<file path="config.mk">
export PLATFORM = sky130hd
export DESIGN_NAME = program_runner
export DESIGN_NICKNAME = d
export VERILOG_FILES = /design/src/rtl/program_runner.sv
export SDC_FILE = /design/constraint.sdc
export NUM_CORES = 1
export LEC_CHECK = 0
export CAP_MARGIN = 20
export CORE_MARGIN = 8
export CORE_UTILIZATION = 30
export CTS_BUF_LIST = sky130_fd_sc_hd__clkbuf_8
export CTS_CLUSTER_DIAMETER = 60
export DETAILED_ROUTE_END_ITERATION = 10
export PLACE_DENSITY_LB_ADDON = 0.12
export SLEW_MARGIN = 20
export SYNTH_ARGS = -nofsm -noshare
export SYNTH_HDL_FRONTEND = slang
export SYNTH_SLANG_ARGS = --single-unit
</file>
<file path="constraint.sdc">
create_clock -name clock -period 6.91 [get_ports clock]
set_clock_uncertainty 0.1 [all_clocks]
set_input_delay 2.073 -clock clock [delete_from_list [all_inputs] [get_ports clock]]
set_output_delay 2.073 -clock clock [all_outputs]
set_load 0.03 [all_outputs]
</file>
<file path="src/rtl/program_runner.sv">
// Tiny program sequencer: loads a program, runs it one instruction per clock,
// emits out operands over a valid/ready port and records them in a small ring.
module program_runner #(
    parameter int MemoryElementWidth = 12,
    parameter int NProg              = 16,
    parameter int NOut               = 4,
    parameter int MaxSteps           = 64
) (
    input  logic                            clock,
    input  logic                            reset,
    input  logic                            run,
    input  logic                            load_valid,
    input  logic [$clog2(NProg)-1:0]        load_addr,
    input  logic [MemoryElementWidth+1:0]   load_data,
    input  logic [MemoryElementWidth-1:0]   expect0,
    output logic                            out_valid,
    input  logic                            out_ready,
    output logic [MemoryElementWidth-1:0]   out_data,
    output logic [31:0]                     steps,
    output logic                            finished,
    output logic                            success,
    output logic                            timeout
);
    localparam int W  = MemoryElementWidth;
    localparam int AW = $clog2(NProg);
    localparam int PW = (NOut > 1) ? $clog2(NOut) : 1;

    localparam logic [1:0] IDLE  = 2'd0;
    localparam logic [1:0] RUN   = 2'd1;
    localparam logic [1:0] STALL = 2'd2;
    localparam logic [1:0] DONE  = 2'd3;

    localparam logic [1:0] OP_LABEL = 2'd0;
    localparam logic [1:0] OP_JMP   = 2'd1;
    localparam logic [1:0] OP_OUT   = 2'd2;
    localparam logic [1:0] OP_HALT  = 2'd3;

    logic [1:0]    state;
    logic [AW-1:0] ip;
    logic [PW-1:0] pos;
    logic [W+1:0]  prog    [NProg];
    logic [W-1:0]  out_mem [NOut];

    logic [1:0]    opcode;
    logic [W-1:0]  operand;
    logic          accept;
    logic          normal_end;
    logic          hit_limit;
    logic [31:0]   steps_exec;
    logic [W-1:0]  mem0_next;
    logic [PW-1:0] pos_next;

    always_comb begin
        opcode     = prog[ip][W+1:W];
        operand    = prog[ip][W-1:0];
        // ip and prog are frozen during STALL, so the stalled word is still prog[ip].
        out_valid  = (state == RUN && opcode == OP_OUT) || state == STALL;
        out_data   = out_valid ? operand : '0;
        accept     = out_valid && out_ready;
        normal_end = (opcode == OP_HALT) ||
                     (opcode != OP_JMP && ip == AW'(NProg - 1));
        steps_exec = (state == RUN) ? steps + 32'd1 : steps;
        hit_limit  = (steps_exec == 32'(MaxSteps));
        mem0_next  = (accept && pos == '0) ? operand : out_mem[0];
        pos_next   = (pos == PW'(NOut - 1)) ? '0 : pos + PW'(1);
    end

    // NOTE: program memory is deliberately kept out of the reset branch; its
    // contents are don't-care after reset, and resetting it would prevent RAM inference.
    always_ff @(posedge clock) begin
        if (!reset && state == IDLE && load_valid)
            prog[load_addr] <= load_data;
    end

    // NOTE: all state below uses non-blocking assignments so every register
    // samples the same pre-edge values.
    always_ff @(posedge clock) begin
        if (reset) begin
            state    <= IDLE;
            ip       <= '0;
            pos      <= '0;
            steps    <= '0;
            finished <= 1'b0;
            success  <= 1'b0;
            timeout  <= 1'b0;
            for (int i = 0; i < NOut; i++) out_mem[i] <= '0;
        end else begin
            case (state)
                IDLE, DONE: begin
                    if (run) begin
                        state    <= RUN;
                        ip       <= '0;
                        pos      <= '0;
                        steps    <= '0;
                        finished <= 1'b0;
                        success  <= 1'b0;
                        timeout  <= 1'b0;
                        for (int i = 0; i < NOut; i++) out_mem[i] <= '0;
                    end
                end
                default: begin
                    steps <= steps_exec;
                    if (accept) begin
                        out_mem[pos] <= operand;
                        pos          <= pos_next;
                    end
                    if (out_valid && !out_ready) begin
                        state <= STALL;
                    end else if (normal_end) begin
                        state    <= DONE;
                        finished <= 1'b1;
                        success  <= (mem0_next == expect0);
                    end else if (hit_limit) begin
                        state    <= DONE;
                        finished <= 1'b1;
                        timeout  <= 1'b1;
                    end else begin
                        state <= RUN;
                        ip    <= (opcode == OP_JMP) ? operand[AW-1:0] : ip + AW'(1);
                    end
                end
            endcase
        end
    end
endmodule

</file>
# --- After elaboration in Yosys (flattened, before gate mapping) ---
# Memories as Yosys holds them, arrays and structs flattened. A register that Yosys moved wholly into a read port is not among the register bits.
# Index checks and enable logic that the tools add are counted.
totals:
  mem_count: 2
  output_inout_bits: 48
  romBits: 0
  ff_bits: 43
  mem_bits_rw: 272
  in_bits: 35
  latchBits: 0
  elab_cells: 107
memory_table:
  columns: ["memory", "words", "width", "read_ports", "rd_clocked_by_memory_dff", "write_ports", "line", "text"]
  rows:
  - ["prog", 16, 14, 1, 1, 1, "41", "logic [W+1:0] prog [NProg];"]
  - ["out_mem", 4, 12, 1, 0, 4, "42", "logic [W-1:0] out_mem [NOut];"]
classes:
  n_addsub: 3
  mul: 0
  bitwise_logic: 4
  muxes: 52
  magnitude_cmp: 0
  n_eq_ne: 15
  n_reduce_logical: 24
  div: 0
  shifts: 0
ops:
  columns: ["op", "n"]
  rows:
  - ["2-to-1 mux 32 bit", 3]
  - ["2-to-1 mux 12 bit", 7]
  - ["adder 32 x 1 -> 32 bit, second input constant", 1]
  - ["equality test 32 x 7 -> 1 bit, second input constant", 1]
  - ["2-to-1 mux 4 bit", 8]
  - ["2-to-1 mux 1 bit", 24]
  - ["2-to-1 mux 2 bit", 10]
  - ["equality test 12 bit", 1]
  - ["OR reduction 12 bit", 1]
  - ["equality test 2 bit, second input constant", 5]
  - ["inequality test 2 x 1 -> 1 bit, second input constant", 4]
  - ["AND reduction 4 bit", 2]
  - ["logical AND 1 bit", 7]
  - ["AND reduction 3 bit", 2]
  - ["nonzero test 2 bit", 3]
  - ["adder 4 x 1 -> 4 bit, second input constant", 1]
  - ["equality test 2 x 1 -> 1 bit, second input constant", 2]
  - ["equality test 4 bit, second input constant", 1]
  - ["zero test 2 bit", 2]
  - ["bitwise OR 1 bit", 4]
  - ["nonzero test 3 bit", 1]
  - ["adder 2 x 1 -> 2 bit, second input constant", 1]
  - ["zero test 1 bit", 2]
  - ["logical OR 1 bit", 2]
  - ["3 further kinds", 3]

# --- Longest topological paths before layout ---
depth:
  ltp_word: 10
  mapped_depth: 11

# --- Worst setup path before layout ---
# Ideal clock, no wire load.
synth_path:
  path_type: "register to output"
  startpoint: "reg (tool-made name)"
  endpoint: "out out_data[10]"
  t_required_ns: 4.737
  stages_incl_launch_ff: 7
  path_buffers: 2
  arrival_time_ns: 2.481
  slack_ns: 2.256
  cell_sequence: "dfxtp_1 -> clkbuf_1 -> buf_1 -> mux2i_1 -> mux4_2 -> mux2_2 -> nor2_1"
synth_lines:
  columns: ["element", "line", "text"]
  rows:
  - ["end: declaration", "18", "output logic [MemoryElementWidth-1:0] out_data,"]

==> flow_metrics.py <==
metrics = {
    "outcome": {
        "status": "finished, final reports clean",
    },
    "routing": {
        "vias": 7927,
        "drcViolationCount": 0,
        "drt_iter0_drc": 576,
        "drt_first_pass_iters": 6,
        "drtAntennaViolNets": 0,
        "wl_per_cell_um": 21.49,
        "wirelength_um": 34240,
        "via_per_inst": 4.976,
    },
    "global_routing": {
        "grt_pass1_vias": 8098,
        "grt_antenna_before_repair": 2,
        "grt_usage_pct": 13.88,
        "grt_max_degree": 50,
        "grt_remaining_overflow": 0,
        "grt_pass1_wl_um": 51960,
    },
    "die": {
        "rows": 75,
        "pin_count": 83,
        "fp.dieW_um": 221.0,
        "die_h_um": 221.0,
        "core_area_um2": 41760,
        "dieArea_um2": 48850,
        "start_util_pct": 30.20,
    },
    "cells_and_area": {
        "regArea_um2": 8033,
        "syn2layout_area_growth_pct": 19.55,
        "multi_input_area_um2": 4308,
        "antenna_cells": 0,
        "final_nets": 1060,
        "n_fill_cell": 4072,
        "drive_gt1_share_pct": 15.84,
    },
    "clock_network": {
        "numCtsBuffers": 50,
        "path_clk_slew_ns": 0.06,
        "clockRootBuffer": "clkbuf_8",
        "cts-htree-levels": 2,
        "ctsHoldBuffers": 0,
        "worst_skew_pair.late_latency_ns": 0.61,
        "cts_tree": "built",
        "cts_sinks": 283,
        "post-cts-setup-buffers": 0,
        "clock_path_buffers": 3,
        "cts_resized": 0,
    },
    "setup_path": {
        "endpoint_kind": "primary output",
        "path_max_fanout": 28,
        "crit_required_ns": 4.74,
        "cp_data_arrival_time_ns": 4.10,
        "startpoint_type": "register",
        "critPathKind": "reg -> out",
    },
    "synth": {
        "yosysWarningCount": 0,
        "async_reset_ff_share_pct": 0,
        "syn_area_um2": 12610,
        "synth_top_area_cell": "edfxtp_1",
        "ys_ff_latch": 283,
        "syn_avg_cell_area_um2": 13.84,
        "synth_flop_cell": "edfxtp_1",
        "synth_top_area_share_pct": 56.20,
        "synth_cell_type_count": 66,
        "syn_nets": 953,
        "ys_seq_area_share_pct": 63.66,
        "synth_cells": 911,
        "synth-edff-count": 236,
        "synthTopCellsByArea": "edfxtp_1, mux4_2, dfxtp_1, nor2_1, mux2i_1",
    },
    "timing": {
        "fin_crit_sh_pct": 90.76,
        "hold_violations": 0,
        "drv_slew": 0,
        "max_slew_margin_pct": 28.39,
        "setup_tns_ns": 0,
        "max_freq_mhz": 159.4,
        "fin_ws_ns": 0.6382,
        "min_period_ns": 6.272,
        "setup_viol": 0,
        "rsz0062_at_grt": "false",
        "tightest_slew_ns": 1.073,
    },
    "worst_hold_path": {
        "hold_path.class": "reg -> reg",
    },
    "power_and_ir_drop": {
        "leakagePower_uw": 0.004940,
        "power_uw": 4674,
        "p_per_area_nw_per_um2": 310.0,
        "vdd_drop_max_mv": 0.1319,
    },
    "placed_design": {
        "gp_congestion": 0.7736,
        "place_ws_ns": 1.132,
        "portBuffers": 82,
        "dpl.hpwl_um": 21320,
    },
    "flow_run": {
        "max_cap_violations": 0,
    },
}
## cells by family (layout without fill, tap and decap cells)
group	Yosys count	count (layout)	share of synthesized area (%)
simple gates	284	284	11.47
flops	283	283	63.66
compound gates	123	123	6.698
mux	89	89	11.69
buf+inv	76	219	2.381
xor+xnor	49	49	3.403
fa+ha+maj	7	7	0.6946
## worst paths after layout
| kind | endpoint | slack [ns] | from | cells past startpoint |
|---|---|---|---|---|
| worst max-delay path | out_data[1] | 0.64 | register | 6 |
| worst min-delay path | timeout | 0.39 | timeout | 1 |
| worst max register to register | success | 2.59 | register | 8 |
| worst min register to register | timeout | 0.39 | timeout | 1 |
## stage by stage
step | hold WS [ns] | cells | util [%] | area (um^2)
after floorplan | 0.3827 | 911 | - | 12610
after global placement | 0.3898 | 1504 | 33.82 | 14120
after detailed placement | 0.3852 | 1505 | 33.83 | 14130
after CTS | 0.3996 | 1593 | 36.10 | 15070
after global routing | 0.4403 | 1593 | 36.10 | 15070
final | 0.3936 | 1593 | 36.10 | 15070
## worst max-delay path, cell delays in order (launching register included)
cell and delay (ns):
dfxtp_2 0.97, buf_4 0.38, mux4_2 0.53, a22o_1 0.24, a221oi_1 0.62, nor2_1 0.09
clkdlybuf4s50_1 0.64
## report_power, final
| group | leakage, uW | internal, uW | switching [uW] |
|---|---|---|---|
| Sequential | 0.00253 | 1910 | 104 |
| Clock | 0.000538 | 792 | 706 |
| Combinational | 0.00188 | 473 | 693 |
| Total | 0.00494 | 3170 | 1500 |
## placed cells by master (no fill, tap or decap), types with 5 or more instances in the layout
cell type	netlist	final
nor4_1	6	6
nor2b_1	6	6
o21ai_0	21	21
mux4_2	46	46
nand3b_1	5	5
nand4_1	16	16
a22o_1	7	7
clkdlybuf4s50_1	0	82
o221ai_1	6	6
nor2_1	99	98
a31oi_1	11	11
dfxtp_1	47	45
xnor2_1	27	27
clkinv_2	0	9
buf_4	0	29
a221oi_1	10	10
ha_1	7	7
a21oi_1	29	28
nand2b_1	6	6
nor3_1	19	15
nand2_1	44	44
and3_1	21	21
inv_1	19	32
mux2_2	6	6
a22oi_1	5	5
and4_1	5	5
and2_1	6	6
xor2_1	22	22
mux2i_1	37	37
nor3_2	1	5
clkbuf_8	0	50
clkinv_1	1	12
nand3_1	28	28
edfxtp_1	236	236
## cell type report
| type | count | area share, % |
|---|---|---|
| clock inverter | 38 | 1.710 |
| tap | 539 | 4.474 |
| multi-input combinational | 552 | 28.58 |
| sequential | 283 | 53.29 |
| inverter | 20 | 0.4980 |
| clock buffer | 50 | 4.565 |
| timing repair buffer | 111 | 6.889 |
## state kept, by name (all words and copies together) (netlist names), named ones only
name,count
pos,2
prog,224
timeout,1
ip,4
steps,32
success,1
out_mem,12
state,2
finished,1
## synthesized netlist by cell type, drive strengths merged (3+ instances only)
master and instances:
edfxtp 236, nor2 99, dfxtp 47, mux4 46, nand2 45, mux2i 37
clkbuf 36, a21oi 29, nand3 28, xnor2 27, xor2 22, and3 21
o21ai 21, buf 20, nor3 20, inv 19, nand4 17, a31oi 11
a221oi 10, a22o 7, ha 7, nor4 7, and2 6, mux2 6
nand2b 6, nor2b 6, o221ai 6, a21boi 5, a22oi 5, and4 5
nand3b 5, or3 5, or4 5, o211ai 4, o21a 3, o22ai 3
or2 3
## layer usage
layer,global-route usage [%],share of wire (%),vias to the layer above
li1,-,-,3727
met1,18.06,45,3994
met2,23.07,49,156
met3,2.896,4.1,46
met4,4.176,1.7,4
met5,0,0.079,-
No activity file was read; power rests on OpenSTA's default activity.
==> RTL change 1, RTL diff (config.mk and constraints unchanged) <==
Make the reset (`reset`) asynchronous in one clocked block.
--- a/src/rtl/program_runner.sv
+++ b/src/rtl/program_runner.sv
@@ -75,5 +75,5 @@
     // NOTE: all state below uses non-blocking assignments so every register
     // samples the same pre-edge values.
-    always_ff @(posedge clock) begin
+    always_ff @(posedge clock or posedge reset) begin
         if (reset) begin
             state    <= IDLE;
Behaviour: differs if reset is asserted again (counterexample within 4 cycles, from zero or initial values and one cycle with reset high); with reset held inactive, the same outputs for 4 cycles.
==> RTL change 1 against the unedited design <==
  * Power up 12%
  * Synthesized cell count up 1.9%
  * Fmax up 3.6%
  * Design area up 1.8%
  * Sequential cell count down 4
  * Worst setup slack better by 0.22 ns
  * Routed wire length up 10%
  * Synthesized area up 1.9%
  * Critical endpoint is now out_data[3]
==> RTL change 1: results (changes against the unedited design) <==
[outcome]
outcome = complete, no violations

[timing]
worst_hold_slack_ns = 0.385  ; -0.00913 ns

[finish]
fillCellCount = 4131  ; +1.4%
final_net_count = 1080  ; +1.9%
flow.area_growth_from_synthesis_pct = 19.4  ; about the same
layout-drive-gt1-share_pct = 17.4  ; +1.5 points

[synthesis]
synth.area.mux_share_pct = 12.3  ; +0.65 points
synth_fa_ha_area_share_pct = 0.681  ; -0.013 points
synth_enable_flop_cells = 224  ; -5.1%
cell_count_after_synthesis = 928  ; +1.9%
synth_seq_area_share_pct = 63.0  ; -0.62 points
post_synthesis_net_count = 970  ; +1.8%
synth_compound_gate_area_share_pct = 8.96  ; +2.3 points

[global_routing]
grt_max_degree = 56  ; +12%
via_count_of_the_first_global_routing_pass = 8700  ; +7.4%
global_route_wire_length_before_repair_um = 56300  ; +8.4%

[power]
worst_ir_drop_vdd_v = 0.000165  ; +25%

[routing]
initialDrtViolationCount = 580  ; +0.69%

[placed_design]
place.detailed.instances = 1533  ; +1.9%
dp_worst_setup_slack_ns = 1.45  ; +0.320 ns

[setup_path]
reg2regPathDepth = 10  ; +2
crit_arrival_ns = 3.88  ; -0.22 ns
reg2reg_to = ip[1]

[cts]
cts_made_buffers = 49  ; -2.0%

[min_path]
hold_path.startpoint = out_mem[42]

-- RTL change 1: layer usage --
metal,vias to the layer above,share of wire (%),GRT usage (%)
met2,200,47,24.2
met1,4295,45,19.8
met3,58,4.5,2.94
li1,3859,-,-
met5,-,0,0
met4,0,2.5,5.40
-- RTL change 1: final cells by class --
type	instances	area share, %
well taps	546	4.45
multi-input cells	569	29.3
clock inverters	39	1.43
clock buffers	50	4.48
repair buffers	113	6.86
inverters	26	0.636
flip-flops and latches	279	52.8
-- RTL change 1: where the power goes --
group	internal (uW)	total (uW)	switching, uW
Clock	750	1450	695
Combinational	688	1760	1070
Sequential	1890	2010	122
-- RTL change 1: how the worst max path moves through the flow --
stage                  endpoint  depth (start not counted)
CTS                 out_data[3]                          8
floorplan            prog[0][0]                          4
global placement    out_data[3]                          7
finish              out_data[3]                          8
global route        out_data[3]                          8
detailed placement  out_data[3]                          8
==> RTL change 2, RTL diff (config.mk and constraints unchanged) <==
Without the edit above. Set the parameter `MemoryElementWidth` to 10 (it was 12).
--- a/src/rtl/program_runner.sv
+++ b/src/rtl/program_runner.sv
@@ -2,5 +2,5 @@
 // emits out operands over a valid/ready port and records them in a small ring.
 module program_runner #(
-    parameter int MemoryElementWidth = 12,
+    parameter int MemoryElementWidth = 10,
     parameter int NProg              = 16,
     parameter int NOut               = 4,
Ports: changed (resized expect0, load_data and out_data); port bits go from 83 to 77. The function was not compared with the original's and may differ.
==> RTL change 2 against the unedited design <==
  * Design area down 9.8%
  * Power is 13% lower
  * Routed wire length shrank 12%
  * Sequential cell count shrank 34
  * Worst setup slack gained 0.18 ns
  * Register-to-register slack gained 0.17 ns
  * Non-clock buffer count is 4 lower
  * Synthesized area shrank 10%
  * Combinational power decreased by 13%
  * Critical endpoint is now out_data[6]
  * Largest cell class unchanged
==> RTL change 2: results (changes against the unedited design) <==
[power]
worst_ir_drop_vdd_v = 0.000194  ; +47%
clock_power_share_pct = 32.4  ; +0.3 points
cellLeakagePower_uw = 0.00442  ; -11%

[global_routing]
grt_util_all_layers_pct = 13.6  ; -0.23 points
via_count_of_the_first_global_routing_pass = 7413  ; -8.5%

[finish]
multi_input_area_um2 = 4030  ; -6.5%
clkCellAreaFrac_pct = 6.24  ; -0.035 points
sh_seq_area_pct = 51.6  ; -1.7 points
diodes = 2  ; +2
layout-drive-gt1-share_pct = 17.1  ; +1.2 points
largest_registers_ranked_by_flip_flop_count = prog x192, steps x32, out_mem x10
final-instance-count-excl-fill = 1492  ; -6.3%
num-nonclk-inverters = 19  ; -5.0%
clkbuf_count = 49  ; -2.0%
numSequentialCells = 249  ; -12%
final.signal_buffer_count = 107  ; -3.6%
fillCellCount = 3641  ; -11%
final_net_count = 984  ; -7.2%
final-nonclk-buf-share_pct = 7.31  ; +0.42 points

[setup_path]
setup.worst_path.end = out_data[6]
crit_arrival_ns = 3.92  ; -0.18 ns
reg2reg_slack_ns = 2.76  ; +0.17 ns
reg2regPathDepth = 10  ; +2

[placed_design]
dp_worst_setup_slack_ns = 1.37  ; +0.237 ns
half_perimeter_wire_length_after_placement_um = 19700  ; -7.4%
numPortBuffers = 76  ; -7.3%
place.detailed.instances = 1410  ; -6.3%

[synthesis]
synth_seq_area_share_pct = 61.9  ; -1.8 points
post_synthesis_net_count = 879  ; -7.8%
netlist_top_cells_count = sky130_fd_sc_hd__edfxtp_1 (202), sky130_fd_sc_hd__nor2_1 (90), sky130_fd_sc_hd__dfxtp_1 (47), sky130_fd_sc_hd__nand2_1 (43)
synth_area_leaders = sky130_fd_sc_hd__edfxtp_1 (54%), sky130_fd_sc_hd__dfxtp_1 (8.3%), sky130_fd_sc_hd__mux4_2 (7.8%)
synth_enable_flop_cells = 202  ; -14%
syn-mean-instance-area_um2 = 13.5  ; -2.8%

[routing]
met3_length_um = 1440  ; +2.9%
post_drt_via_cell_ratio = 4.88  ; -2.0%
met2_wirelength_from_detailed_routing_um = 14300  ; -14%
highest_layer = met4
routed_wirelength_um = 30300  ; -12%
drt_first_pass_iters = 5  ; -1
wirelength_met1_um = 13800  ; -11%
initialDrtViolationCount = 433  ; -25%

[timing]
timing_worst_slew_pin_value_ns = 0.946  ; -0.127 ns
timing.final.ws_setup_ns = 0.816  ; +0.178 ns

[outcome]
outcome = complete, no violations

[cts]
clk-insertion-delay-late_ns = 0.59  ; -0.02 ns
cts_made_buffers = 45  ; -10%

RTL change 2: changes by cell type after synthesis, moves of 7 or more:
cell                       change
sky130_fd_sc_hd__a21oi_1      +10
sky130_fd_sc_hd__and3_1       -15
sky130_fd_sc_hd__buf_2         -9
sky130_fd_sc_hd__edfxtp_1     -34
sky130_fd_sc_hd__mux2i_1      -10
sky130_fd_sc_hd__mux4_2        -7
sky130_fd_sc_hd__nand3_1       -7
sky130_fd_sc_hd__nor2_1        -9
sky130_fd_sc_hd__nor3b_1      +29
RTL change 2: through the flow:
stage / instance area (um2) / power (uW)
global route: 13600 / 4280
CTS: 13600 / 4130
finish: 13600 / 4070
floorplan: 11300 / 2460
global placement: 12700 / 2800
detailed placement: 12700 / 2790
RTL change 2: worst min-delay path by stage:
stage,from,to,slack [ns],cells after the start
final,finished,finished,0.35,2
after global routing,success,success,0.39,2
after CTS,finished,finished,0.35,2
after detailed placement,finished,finished,0.34,2
after global placement,finished,finished,0.34,2
after floorplan,pos[1],pos[1],0.36,2
RTL change 2: worst max-delay path, cell delays in order, from the launching register on:
cell and delay, ns:
sky130_fd_sc_hd__dfxtp_2 0.93, sky130_fd_sc_hd__buf_4 0.32, sky130_fd_sc_hd__mux4_2 0.51, sky130_fd_sc_hd__nor2_1 0.10, sky130_fd_sc_hd__a221oi_1 0.06, sky130_fd_sc_hd__o21ai_0 0.67
sky130_fd_sc_hd__nor2_1 0.09, sky130_fd_sc_hd__clkdlybuf4s50_1 0.63
RTL change 2: logic make-up after synthesis:
family | count (synthesis) | synth area share [%]
AOI/OAI and AO/OA | 119 | 7.30
xor gates and xnor gates | 48 | 3.71
adders and majority gates | 7 | 0.774
and+or+nand+nor | 276 | 12.7
buffers and inverters | 68 | 2.70
muxes | 74 | 10.9
DFF | 249 | 61.9
